===== config.mk =====
export PLATFORM = sky130hd
export DESIGN_NAME = hazard_stall_ctrl
export DESIGN_NICKNAME = d
export VERILOG_FILES = /design/src/rtl/hazard_stall_ctrl.sv
export SDC_FILE = /design/constraint.sdc
export NUM_CORES = 1
export LEC_CHECK = 0
export BUFFER_PORTS_ARGS = -buffer_cell sky130_fd_sc_hd__clkbuf_2
export CORE_MARGIN = 2
export CORE_UTILIZATION = 47
export DETAILED_ROUTE_END_ITERATION = 7
export HOLD_SLACK_MARGIN = 0.12
export MAX_ROUTING_LAYER = met4
export PLACE_DENSITY_LB_ADDON = 0.08
export SLEW_MARGIN = 10
export SYNTH_ARGS = -nofsm -noshare
export SYNTH_HDL_FRONTEND = slang
export SYNTH_SLANG_ARGS = --single-unit

===== constraint.sdc =====
create_clock -name clk_i -period 2.2 [get_ports clk_i]
set_input_delay 0.33 -clock clk_i [delete_from_list [all_inputs] [get_ports clk_i]]
set_output_delay 0.33 -clock clk_i [all_outputs]
set_load 0.02 [all_outputs]

===== src/rtl/hazard_stall_ctrl.sv =====
// RAW-hazard scoreboard, EX-redirect flush and debug halt/drain control for a 5-stage non-forwarding pipe.
// Enables/flushes are combinational from ID/EX state; halted_o/busy_o are registered. Optional counters: HAZARD_PERF_CNT_EN.
module hazard_stall_ctrl #(
    parameter int PIPE_DEPTH     = 3,
    parameter int RF_WRITE_FIRST = 1,
    parameter int REG_AW         = 5
) (
    input  logic              clk_i,
    input  logic              rst_i,
    input  logic              id_valid_i,
    input  logic [REG_AW-1:0] id_rs1_i,
    input  logic              id_rs1_used_i,
    input  logic [REG_AW-1:0] id_rs2_i,
    input  logic              id_rs2_used_i,
    input  logic [REG_AW-1:0] id_rd_i,
    input  logic              id_rd_we_i,
    input  logic              ex_redirect_i,
    input  logic              halt_req_i,
    output logic              pc_en_o,
    output logic              if_id_en_o,
    output logic              if_id_flush_o,
    output logic              id_ex_flush_o,
    output logic              halted_o,
    output logic              busy_o
`ifdef HAZARD_PERF_CNT_EN
    ,
    output logic [31:0]       stall_cnt_o,
    output logic [31:0]       flush_cnt_o
`endif
);

    typedef enum logic [1:0] {RUN, DRAIN, HALTED} state_e;

    localparam int CHK_DEPTH = PIPE_DEPTH - RF_WRITE_FIRST;

    state_e                             state_q;
    logic                               halted_q;
    logic                               busy_q;
    logic [PIPE_DEPTH-1:0]              sb_v_q, sb_v_d;
    logic [PIPE_DEPTH-1:0][REG_AW-1:0]  sb_rd_q, sb_rd_d;
    logic                               match1, match2;
    logic                               hazard;
    logic                               run;
    logic                               issue;

    // Entries at or beyond CHK_DEPTH are already visible through the register file.
    always_comb begin
        match1 = 1'b0;
        match2 = 1'b0;
        for (int i = 0; i < PIPE_DEPTH; i++) begin
            if (i < CHK_DEPTH && sb_v_q[i] && sb_rd_q[i] == id_rs1_i) match1 = 1'b1;
            if (i < CHK_DEPTH && sb_v_q[i] && sb_rd_q[i] == id_rs2_i) match2 = 1'b1;
        end
    end

    assign hazard = id_valid_i &&
                    ((id_rs1_used_i && id_rs1_i != '0 && match1) ||
                     (id_rs2_used_i && id_rs2_i != '0 && match2));
    assign run    = (state_q == RUN);
    assign issue  = id_valid_i && !hazard && !ex_redirect_i && run;

    always_comb begin
        sb_v_d     = '0;
        sb_rd_d    = '0;
        sb_v_d[0]  = issue && id_rd_we_i && (id_rd_i != '0);
        sb_rd_d[0] = issue ? id_rd_i : '0;
        for (int i = 1; i < PIPE_DEPTH; i++) begin
            sb_v_d[i]  = sb_v_q[i-1];
            sb_rd_d[i] = sb_rd_q[i-1];
        end
    end

    always_comb begin
        pc_en_o       = 1'b1;
        if_id_en_o    = 1'b1;
        if_id_flush_o = 1'b0;
        id_ex_flush_o = 1'b0;
        if (rst_i) begin
            pc_en_o       = 1'b0;
            if_id_en_o    = 1'b0;
            if_id_flush_o = 1'b1;
            id_ex_flush_o = 1'b1;
        end else if (ex_redirect_i) begin
            if_id_flush_o = 1'b1;
            id_ex_flush_o = 1'b1;
        end else if (!run || hazard) begin
            pc_en_o       = 1'b0;
            if_id_en_o    = 1'b0;
            id_ex_flush_o = 1'b1;
        end
    end

    always_ff @(posedge clk_i) begin
        if (rst_i) begin
            state_q  <= RUN;
            halted_q <= 1'b0;
            busy_q   <= 1'b0;
            sb_v_q   <= '0;
            sb_rd_q  <= '0;
        end else begin
            sb_v_q  <= sb_v_d;
            sb_rd_q <= sb_rd_d;
            busy_q  <= |sb_v_d;
            case (state_q)
                RUN: begin
                    if (halt_req_i) state_q <= DRAIN;
                end
                DRAIN: begin
                    if (!halt_req_i) begin
                        state_q <= RUN;
                    end else if (sb_v_d == '0) begin
                        state_q  <= HALTED;
                        halted_q <= 1'b1;
                    end
                end
                HALTED: begin
                    if (!halt_req_i) begin
                        state_q  <= RUN;
                        halted_q <= 1'b0;
                    end
                end
                default: begin
                    state_q  <= RUN;
                    halted_q <= 1'b0;
                end
            endcase
        end
    end

    assign halted_o = halted_q;
    assign busy_o   = busy_q;

`ifdef HAZARD_PERF_CNT_EN
    logic [31:0] stall_cnt_q, flush_cnt_q;

    always_ff @(posedge clk_i) begin
        if (rst_i) begin
            stall_cnt_q <= '0;
            flush_cnt_q <= '0;
        end else begin
            if (!ex_redirect_i && run && hazard) stall_cnt_q <= stall_cnt_q + 32'd1;
            if (ex_redirect_i)                   flush_cnt_q <= flush_cnt_q + 32'd1;
        end
    end

    assign stall_cnt_o = stall_cnt_q;
    assign flush_cnt_o = flush_cnt_q;
`endif

endmodule

==> results of run 1 <==
[cells by family (layout without fill, tap and decap cells)]
family / count (synthesis) / count (layout) / share of synthesized area
buf+inv: 11 / 52 / 0.0545
xor+xnor: 20 / 20 / 0.212
flops: 16 / 16 / 0.387
mux: 1 / 1 / 0.0121
compound gates: 11 / 11 / 0.120
simple gates: 33 / 33 / 0.215
[power by group through the flow]
stage / combinational (mW) / sequential (mW) / clock, mW
floorplan: 0.0590 / 0.313 / 0
finish: 0.116 / 0.306 / 0.182
global route: 0.129 / 0.307 / 0.207
global placement: 0.107 / 0.312 / 0
CTS: 0.115 / 0.306 / 0.187
detailed placement: 0.110 / 0.312 / 0
[repair_timing]
item	4_1_cts	5_1_grt
setup endpoints to repair	3	3
setup buffers	2	2
gates cloned	0	0
hold buffers	0	0
gates resized for setup	8	4
pin swaps	8	3
[critical path: stages, from the launching register on]
cell	delay, ns
sky130_fd_sc_hd__dfxtp_2	0.34
sky130_fd_sc_hd__xor2_1	0.14
sky130_fd_sc_hd__nor4_1	0.25
sky130_fd_sc_hd__a32oi_1	0.18
sky130_fd_sc_hd__o32ai_2	0.37
sky130_fd_sc_hd__or2_1	0.16
sky130_fd_sc_hd__clkbuf_8	0.14
[final timing paths]
path                    start       endpoint  slack [ns]
hold / removal     id_rd_i[4]     sb_rd_d[9]        0.26
setup reg to reg   sb_rd_d[7]         busy_o        0.47
setup / recovery  sb_rd_d[11]  id_ex_flush_o        0.01
hold reg to reg      halted_o       halted_o        0.49
[placed cells by master (no fill, tap or decap), types with 3 or more instances in the layout]
cell and instances:
sky130_fd_sc_hd__nor2_1 11, sky130_fd_sc_hd__nor2b_1 6, sky130_fd_sc_hd__nor4_1 4, sky130_fd_sc_hd__a32oi_1 3, sky130_fd_sc_hd__xor2_1 16, sky130_fd_sc_hd__inv_1 6
sky130_fd_sc_hd__clkbuf_4 3, sky130_fd_sc_hd__clkbuf_2 25, sky130_fd_sc_hd__inv_2 3, sky130_fd_sc_hd__dfxtp_1 10, sky130_fd_sc_hd__dfxtp_2 6, sky130_fd_sc_hd__buf_4 13
sky130_fd_sc_hd__xnor2_1 4
[layer usage]
| metal | global-route usage | share of wire | vias to the layer above |
|---|---|---|---|
| met4 | 0.0857 | 0.0058 | 0 |
| met3 | 0.0238 | 0.043 | 2 |
| met2 | 0.322 | 0.49 | 18 |
| met5 | - | 0 | - |
| met1 | 0.231 | 0.47 | 337 |
| li1 | - | - | 398 |
[flip-flops by register name (all words and copies together), names as in the netlist]
register	count
busy_o	1
sb_rd_d	10
sb_v_q	2
halted_o	1
state_q	2
[final cells by class]
type                    count  area (um2)  area share
flip-flops and latches     16         328       0.288
clock buffers               4        36.3      0.0318
well taps                  17        21.3      0.0187
multi-input cells          65         484       0.425
repair buffers             39         236       0.207
inverters                   9        33.8      0.0296
==> impl_summary.log, run 1 <==
INFO  metric status = complete, no violations
INFO  metric floorplan.initialDensity = 0.490
INFO  metric postLayoutCoreUtil = 0.675
INFO  metric ys_dominant_reg_cell = sky130_fd_sc_hd__dfxtp_1
INFO  metric fin_hold_ws = 0.262 ns
INFO  metric die_y = 46.0 um
INFO  metric timing.hold.worst.class = primary input to flip-flop
INFO  metric synthesized_netlist_net_count = ~120
INFO  metric totalWireLength = ~1700 um
INFO  metric clock-root-buffer = sky130_fd_sc_hd__clkbuf_4
INFO  metric rsz0062_at_grt = yes
INFO  metric first_global_vias = 690
INFO  metric boundaryPins = 29
INFO  metric critPathArrivalTime = 1.86 ns
INFO  metric synth_area_leader_cell = sky130_fd_sc_hd__dfxtp_1
INFO  metric report.final.setup_viol = 0
INFO  metric syn_avg_cell_area = approximately 9.0 um2
INFO  metric cp_max_fo = 2
INFO  metric final_net_count = 157
INFO  metric power_report.internal_total = 0.457 mW
INFO  metric critPathRequiredTime = 1.87 ns
INFO  metric summed_instance_area_of_the_synthesized_netlist = 827 um2
INFO  metric final_cell_count_no_fill = 150
INFO  metric synth_cells = 92
INFO  metric num-fill-cells = 150
INFO  metric postLayoutSetupSlackWorst = 0.0136 ns
INFO  metric detailedPlacementHpwl = roughly 1400 um
INFO  metric synth_top_area_frac = 0.387
INFO  metric worst_slew_margin_rel = 0.750
INFO  metric cap_viol_max_count = 0
INFO  metric clock_skew = 0.00701 ns
INFO  metric timing.final.max_slew_violations = 0
INFO  metric post-place-cells = 142
INFO  metric cts_buffers = 3
INFO  metric yosys_register_bits = 16
INFO  metric port-buffer-count = 28
INFO  metric detail_route.first_pass.iterations = 3
INFO  metric layout_worst_path_cycle_share = 0.994
INFO  metric clkPwrFrac = 0.302
INFO  metric sw_ratio = 0.243
INFO  metric total_count_of_hold_check_failures_in_the_final_report = 0
INFO  metric grt_antenna_before_repair = 0
INFO  metric share_comb_of_total_power = 0.192
INFO  metric dp_worst_setup_slack = -0.0505 ns
INFO  metric yosysSeqAreaShare = 0.387
INFO  metric antenna-diode-count = 0
INFO  metric synth.area.top_cells = sky130_fd_sc_hd__dfxtp_1 (39%), sky130_fd_sc_hd__xor2_1 (17%), sky130_fd_sc_hd__nor2_1 (5.0%)
INFO  metric htreeDepth = 1
INFO  metric tritoncts = built
INFO  metric routed_via_count_divided_by_cell_count = 5.03
INFO  metric crit_path_category = flip-flop to primary output
INFO  metric syn2layout_area_growth = 37.8%
INFO  metric die_area = 0.00211 mm2
INFO  metric synth.distinct_cells = 27
INFO  metric gpl.final_weighted_congestion = 0.883
INFO  metric avg_wl_per_cell = 11.5 um
INFO  metric critical_path.startpoint_type = flip-flop
INFO  metric post-route-cell-area = 0.00114 mm2
INFO  metric cts.sinks = 16
INFO  metric tightestPinTransition = 0.375 ns
INFO  metric path_clk_slew = 0.09 ns
INFO  metric yosys-top-cells-count = sky130_fd_sc_hd__dfxtp_1 (16), sky130_fd_sc_hd__xor2_1 (16), sky130_fd_sc_hd__nor2_1 (11)
INFO  metric worstSkewPairLatency = 0.27 ns
INFO  metric power.share.sequential = 0.506
INFO  metric final_period_minus_worst_setup_slack = 2.19 ns
INFO  metric via_count = 755
INFO  metric timing.reg2reg.worst_path_depth = 7
INFO  metric async_flop_share = 0
INFO  metric power-per-cell-area = 530 mW/mm2
INFO  metric route.detailed.drc = 0
INFO  metric yosysWarnings = 0
INFO  metric die_w = 46.0 um
INFO  metric placeableCoreArea = 0.00169 mm2
INFO  metric totalPowerFinal = 0.604 mW
INFO  metric grt_pass1_wl = 2780 um
INFO  metric peakVddDrop = 0.427 mV
INFO  metric hold_depth = 3
INFO  metric groute.usage.overall = 0.194
INFO  metric grt_max_degree = 13
INFO  metric first_iter_violations = 10
INFO  metric p_leak = 0.555 nW
INFO  metric num_rows = 15
INFO  metric cts.path.max_buffers = 2
INFO  metric critPathCaptureType = primary output
INFO  metric final.setup.tns = 0 ns
INFO  metric count_of_flip_flops_with_a_built_in_enable_after_synthesis = 0
INFO  metric detailed_place.area = 0.00105 mm2
INFO  metric maxClockFrequency = 457 MHz
INFO  metric drtAntennaViolNets = 0
INFO  metric switching_power = 0.147 mW
INFO  metric post_route_cells_drive_above_1_share = 0.429
INFO  metric globalRoute.totalOverflow = 0
Note: power is estimated with default switching activity, not from simulation.
==> inputs of run 2 (changes only) <==
PLACE_DENSITY = 0.76   (was unset)
PLACE_DENSITY_LB_ADDON = unset   (was 0.08)
==> impl_summary.log, run 2 (same netlist as run 1, synthesis figures left out) <==
INFO  metric totalPowerFinal = 0.617 mW
INFO  metric critical_path.startpoint_type = primary input
INFO  metric placeableCoreArea = 0.00169 mm2
INFO  metric grt_max_degree = 13
INFO  metric first_iter_violations = 5
INFO  metric critical-path-top-delay-family = compound AO/OA/AOI/OAI gates
INFO  metric critical_path.n_buffers_inverters = 2
INFO  metric num_rows = 15
INFO  metric final_net_count = 155
INFO  metric groute.usage.overall = 0.188
INFO  metric critPathArrivalTime = 1.90 ns
INFO  metric tritoncts = built
INFO  metric via_count = around 780
INFO  metric slowest_delay = 0.55 ns
INFO  metric first_global_vias = 683
INFO  metric hold_start = id_rd_i[4]
INFO  metric tightestPinTransition = 0.387 ns
INFO  metric worst_path_max_delay_cell = sky130_fd_sc_hd__or4_1
INFO  metric hold-path-endpoint = sb_rd_d[9]
INFO  metric post_route_cells_drive_above_1_share = 0.511
INFO  metric switching_power = 0.158 mW
INFO  metric grt_antenna_before_repair = 0
INFO  metric largest_register_ffs = 10
INFO  metric htreeDepth = 1
INFO  metric critPathCaptureType = primary output
INFO  metric postLayoutSetupSlackWorst = -0.0283 ns
INFO  metric critical_path.cell_chain = clkbuf_2 -> or4_1 -> o21ai_1 -> o32ai_2 -> o41ai_4 -> buf_4
INFO  metric final_period_minus_worst_setup_slack = 2.23 ns
INFO  metric power-per-cell-area = 514 mW/mm2
INFO  metric status = complete, but fails checks
INFO  metric rsz0062_at_grt = yes
INFO  metric die_y = roughly 46 um
INFO  metric cts_buffers = 3
INFO  metric totalWireLength = 1840 um
INFO  metric dp_worst_setup_slack = -0.0468 ns
INFO  metric die_area = approximately 0.0021 mm2
INFO  metric gpl.final_weighted_congestion = between 0.8 and 0.9
INFO  metric mostFrequentLayoutCells = sky130_fd_sc_hd__clkbuf_2 (25), sky130_fd_sc_hd__xor2_1 (12), sky130_fd_sc_hd__nor2_1 (11), sky130_fd_sc_hd__buf_4 (10)
INFO  metric total_count_of_hold_check_failures_in_the_final_report = 0
INFO  metric cap_viol_max_count = 0
INFO  metric cts-hold-fix-buffers = 0
INFO  metric cts.path.max_buffers = 2
INFO  metric reg2reg_from = sb_rd_d[10]
INFO  metric boundaryPins = 29
INFO  metric avg_wl_per_cell = 12.4 um
INFO  metric die_w = 46.0 um
INFO  metric grt_pass1_wl = 2710 um
INFO  metric area.sequential = 330 um2
INFO  metric clock_skew = between 0.001 and 0.0015 ns
INFO  metric timing.final.max_slew_violations = 0
INFO  metric antenna-diode-count = 0
INFO  metric timing.reg2reg.worst_path_depth = 6
INFO  metric worst_slew_margin_rel = 0.742
INFO  metric area_used_by_multi_input_combinational_logic = ~550 um2
INFO  metric layout_worst_path_cycle_share = 1.01
INFO  metric critPathRequiredTime = 1.87 ns
INFO  metric report.final.setup_viol = 3
INFO  metric r2r_setup_slack = around 0.51 ns
INFO  metric port-buffer-count = 28
INFO  metric power.share.sequential = 0.496
INFO  metric cp_max_fo = 2
INFO  metric peakVddDrop = 0.335 mV
INFO  metric power_report.internal_total = 0.459 mW
INFO  metric violated_checks = setup timing
INFO  metric worstSkewPairLatency = between 0.2 and 0.3 ns
INFO  metric maxClockFrequency = 449 MHz
INFO  metric share_comb_of_total_power = 0.202
INFO  metric clock-root-buffer = sky130_fd_sc_hd__clkbuf_4
INFO  metric final_common_cell = sky130_fd_sc_hd__clkbuf_2
INFO  metric clkPwrFrac = 0.301
INFO  metric globalRoute.totalOverflow = 0
INFO  metric syn2layout_area_growth = 45.2%
INFO  metric crit_path_category = primary input to primary output
INFO  metric fin_hold_ws = 0.250 ns
INFO  metric cts.sinks = 16
INFO  metric hold_depth = 3
INFO  metric num-fill-cells = 129
INFO  metric routed_via_count_divided_by_cell_count = 5.24
INFO  metric detail_route.first_pass.iterations = 3
INFO  metric floorplan.initialDensity = 0.490
INFO  metric path_clk_slew = ~0.090 ns
INFO  metric p_leak = about 0.57 nW
INFO  metric worst_r2r_endpoint = busy_o
INFO  metric sw_ratio = 0.256
INFO  metric route.detailed.drc = 0
INFO  metric timing.hold.worst.class = primary input to flip-flop
INFO  metric drtAntennaViolNets = 0
-- run 2: area by class of cell --
cell class	count	share of cell area
Sequential cell	16	0.275
Inverter	9	0.0281
Timing Repair Buffer	37	0.188
Multi-Input combinational cell	65	0.461
Clock buffer	4	0.0302
Tap cell	17	0.0177
-- run 2: metal layers --
| layer | GRT usage | vias up | wire length (um) |
|---|---|---|---|
| li1 | - | 385 | - |
| met1 | 0.213 | 362 | 770 |
| met2 | 0.314 | 22 | 958 |
| met3 | 0.0278 | 6 | 55 |
| met4 | 0.103 | 0 | 53 |
| met5 | - | - | 0 |
-- run 2: power by group through the flow --
| stage | registers (mW) | clock network [mW] | logic (mW) |
|---|---|---|---|
| 3_5_place_dp | 0.312 | 0 | 0.109 |
| 4_1_cts | 0.306 | 0.190 | 0.114 |
| 3_3_place_gp | 0.312 | 0 | 0.106 |
| 2_1_floorplan | 0.313 | 0 | 0.0590 |
| 6_report | 0.306 | 0.186 | 0.125 |
| 5_1_grt | 0.307 | 0.203 | 0.136 |
-- run 2: worst max-delay path by stage --
stage | start | end | slack (ns) | cells after the start
2_1_floorplan | id_rs2_i[0] | pc_en_o | -0.07 | 6
3_3_place_gp | id_rs1_i[0] | if_id_en_o | -0.02 | 6
3_5_place_dp | id_rs1_i[0] | if_id_en_o | -0.05 | 6
4_1_cts | sb_rd_d[10] | id_ex_flush_o | -0.10 | 6
5_1_grt | id_rs1_i[0] | if_id_en_o | -0.1 | 6
6_report | id_rs1_i[0] | if_id_en_o | -0.03 | 6
-- run 2: per-stage QoR --
| stage | instances | utilization | setup TNS [ns] | instance area, um2 |
|---|---|---|---|---|
| finish | 148 | 0.711 | -0.0751 | 1200 |
| detailed placement | 141 | 0.619 | -0.0913 | 1040 |
| global route | 148 | 0.711 | -0.289 | 1200 |
| global placement | 141 | 0.619 | -0.0406 | 1040 |
| floorplan | 92 | - | -0.0661 | 850 |
| CTS | 146 | 0.658 | -0.237 | 1110 |
-- run 2: what timing repair did --
action                                  4_1_cts  5_1_grt
buffers inserted                              1        2
gates cloned                                  0        0
pin swaps                                     6       10
gates resized for setup                       7       18
endpoints found under the setup margin        3        3
-- run 2: worst register-to-register path: cells and delay by family (launching register included) --
kind,cells,cell delay [ns]
simple gates,1,0.29
flops,1,0.34
xor+xnor,1,0.14
buf+inv,1,0.16
compound gates,3,0.64
==> inputs of run 3 (changes only) <==
CORE_MARGIN = unset   (was 2)
RECOVER_POWER = 25   (was unset)
SKIP_LAST_GASP = 1   (was unset)
==> impl_summary.log, run 3 (same netlist as run 1, synthesis figures left out) <==
INFO  metric r2r_setup_slack = 0.41 ns
INFO  metric violated_checks = DRC
INFO  metric cap_viol_max_count = 0
INFO  metric boundaryPins = 29
INFO  metric globalRoute.totalOverflow = 0
INFO  metric port-buffer-count = 28
INFO  metric avg_wl_per_cell = 11.4 um
INFO  metric cts.path.max_buffers = 2
INFO  metric totalPowerFinal = 0.606 mW
INFO  metric floorplan.initialDensity = 0.525
INFO  metric critPathCaptureType = primary output
INFO  metric die_area = approximately 0.0019 mm2
INFO  metric clock_skew = 0.00398 ns
INFO  metric drtAntennaViolNets = 0
INFO  metric critPathRequiredTime = 1.87 ns
INFO  metric worst_path_max_delay_cell = sky130_fd_sc_hd__o32ai_2
INFO  metric timing.hold.worst.class = primary input to flip-flop
INFO  metric final.setup.tns = 0 ns
INFO  metric total_count_of_hold_check_failures_in_the_final_report = 0
INFO  metric via_count = between 700 and 800
INFO  metric tightestPinTransition = about 0.38 ns
INFO  metric num_rows = 14
INFO  metric grt_antenna_before_repair = 0
INFO  metric final_net_count = 156
INFO  metric first_iter_violations = 10
INFO  metric report.final.setup_viol = 0
INFO  metric timing.reg2reg.worst_path_depth = 7
INFO  metric detailed_place.area = around 0.0011 mm2
INFO  metric groute.usage.overall = 0.203
INFO  metric crit_path_category = flip-flop to primary output
INFO  metric critical_path.n_buffers_inverters = 1
INFO  metric largest_register_ffs = 10
INFO  metric critical_path.cell_chain = xor2_1 -> nor4_1 -> a32oi_1 -> o32ai_2 -> or2_1 -> clkbuf_8
INFO  metric detail_route.first_pass.iterations = 6
INFO  metric first_global_vias = 740
INFO  metric die_w = 44.0 um
INFO  metric clock-root-buffer = sky130_fd_sc_hd__clkbuf_4
INFO  metric die_y = 44.0 um
INFO  metric peakVddDrop = 0.368 mV
INFO  metric worst_slew_margin_rel = 0.746
INFO  metric gpl.final_weighted_congestion = between 0.8 and 0.9
INFO  metric post-route-cell-area = roughly 0.0011 mm2
INFO  metric cts.sinks = 16
INFO  metric route.detailed.drc = 1
INFO  metric cp_max_fo = 2
INFO  metric mostFrequentLayoutCells = sky130_fd_sc_hd__clkbuf_2 (25), sky130_fd_sc_hd__xor2_1 (15), sky130_fd_sc_hd__dfxtp_1 (13), sky130_fd_sc_hd__nor2_1 (11), sky130_fd_sc_hd__buf_4 (11)
INFO  metric final_period_minus_worst_setup_slack = 2.19 ns
INFO  metric hold_depth = 3
INFO  metric routed_via_count_divided_by_cell_count = 5.09
INFO  metric cts-hold-fix-buffers = 0
INFO  metric htreeDepth = 1
INFO  metric worstSkewPairLatency = 0.27 ns
INFO  metric num-fill-cells = 125
INFO  metric path_clk_slew = 0.09 ns
INFO  metric timing.final.max_slew_violations = 0
INFO  metric post_route_cells_drive_above_1_share = 0.424
INFO  metric postLayoutCoreUtil = 0.729
INFO  metric placeableCoreArea = roughly 0.0016 mm2
INFO  metric detailedPlacementHpwl = 1430 um
INFO  metric slowest_delay = 0.37 ns
INFO  metric critical_path_depth = 6
INFO  metric grt_pass1_wl = 2860 um
INFO  metric critPathArrivalTime = 1.86 ns
INFO  metric syn2layout_area_growth = 38.9%
INFO  metric critical-path-top-delay-family = compound AO/OA/AOI/OAI gates
INFO  metric cts_buffers = 3
INFO  metric final_common_cell = sky130_fd_sc_hd__clkbuf_2
INFO  metric totalWireLength = 1680 um
INFO  metric grt_max_degree = 13
INFO  metric power-per-cell-area = roughly 530 mW/mm2
INFO  metric status = complete, but fails checks
INFO  metric antenna-diode-count = 0
INFO  metric maxClockFrequency = roughly 460 MHz
INFO  metric critical_path.startpoint_type = flip-flop
INFO  metric p_leak = 0.555 nW
INFO  metric rsz0062_at_grt = yes
INFO  metric layout_worst_path_cycle_share = 0.997
INFO  metric fin_hold_ws = 0.260 ns
INFO  metric tritoncts = built
-- run 3: changes by cell type in the layout (fill, tap and decap cells not counted), sizes merged --
cell / delta
clkbuf: +1
-- run 3: area by class of cell --
type / count / area [um2] / share of cell area
sequential: 16 / 324 / 0.282
inverter: 9 / 33.8 / 0.0294
multi-input combinational: 65 / 505 / 0.440
tap: 16 / 20.0 / 0.0174
timing repair buffer: 38 / 229 / 0.199
clock buffer: 4 / 36.3 / 0.0316
-- run 3: routing by layer --
| layer | part of all wire | vias up | track usage |
|---|---|---|---|
| met2 | 0.51 | 17 | 0.343 |
| met4 | 0 | 0 | 0.0848 |
| li1 | - | 393 | - |
| met1 | 0.46 | 344 | 0.237 |
| met5 | 0 | - | - |
| met3 | 0.030 | 0 | 0.0333 |
-- run 3: worst register-to-register path: stages, from the launching register on --
cell and delay (ns):
sky130_fd_sc_hd__dfxtp_2 0.33, sky130_fd_sc_hd__buf_4 0.13, sky130_fd_sc_hd__xor2_2 0.15, sky130_fd_sc_hd__nor4_2 0.29, sky130_fd_sc_hd__a32oi_2 0.18, sky130_fd_sc_hd__buf_4 0.16
sky130_fd_sc_hd__o221ai_2 0.32, sky130_fd_sc_hd__o22ai_1 0.11
-- run 3: worst paths after layout --
| check | start | to |
|---|---|---|
| setup / recovery | sb_rd_d[11] | id_ex_flush_o |
| hold / removal | id_rd_i[4] | sb_rd_d[9] |
| setup reg to reg | sb_rd_d[10] | busy_o |
| hold reg to reg | halted_o | halted_o |
-- run 3: timing repair --
item | 4_1_cts | 5_1_grt
cloned | 0 | 0
resized for setup | 7 | 4
setup endpoints to repair | 3 | 3
setup buffers | 3 | 0
pin swaps | 9 | 2
-- run 3: stage by stage --
step | cells | worst slack (ns)
global placement | 141 | -0.0171
detailed placement | 141 | -0.0505
CTS | 148 | -0.0120
global route | 148 | -0.122
floorplan | 92 | -0.0661
finish | 148 | 0.00563
-- run 3: where the power goes --
part	switching, mW	leakage [nW]	internal (mW)	total [mW]
clock network	0.0818	0.0210	0.100	0.182
logic	0.0591	0.402	0.0589	0.118
registers	0.00783	0.131	0.298	0.306
total	0.149	0.555	0.457	0.606
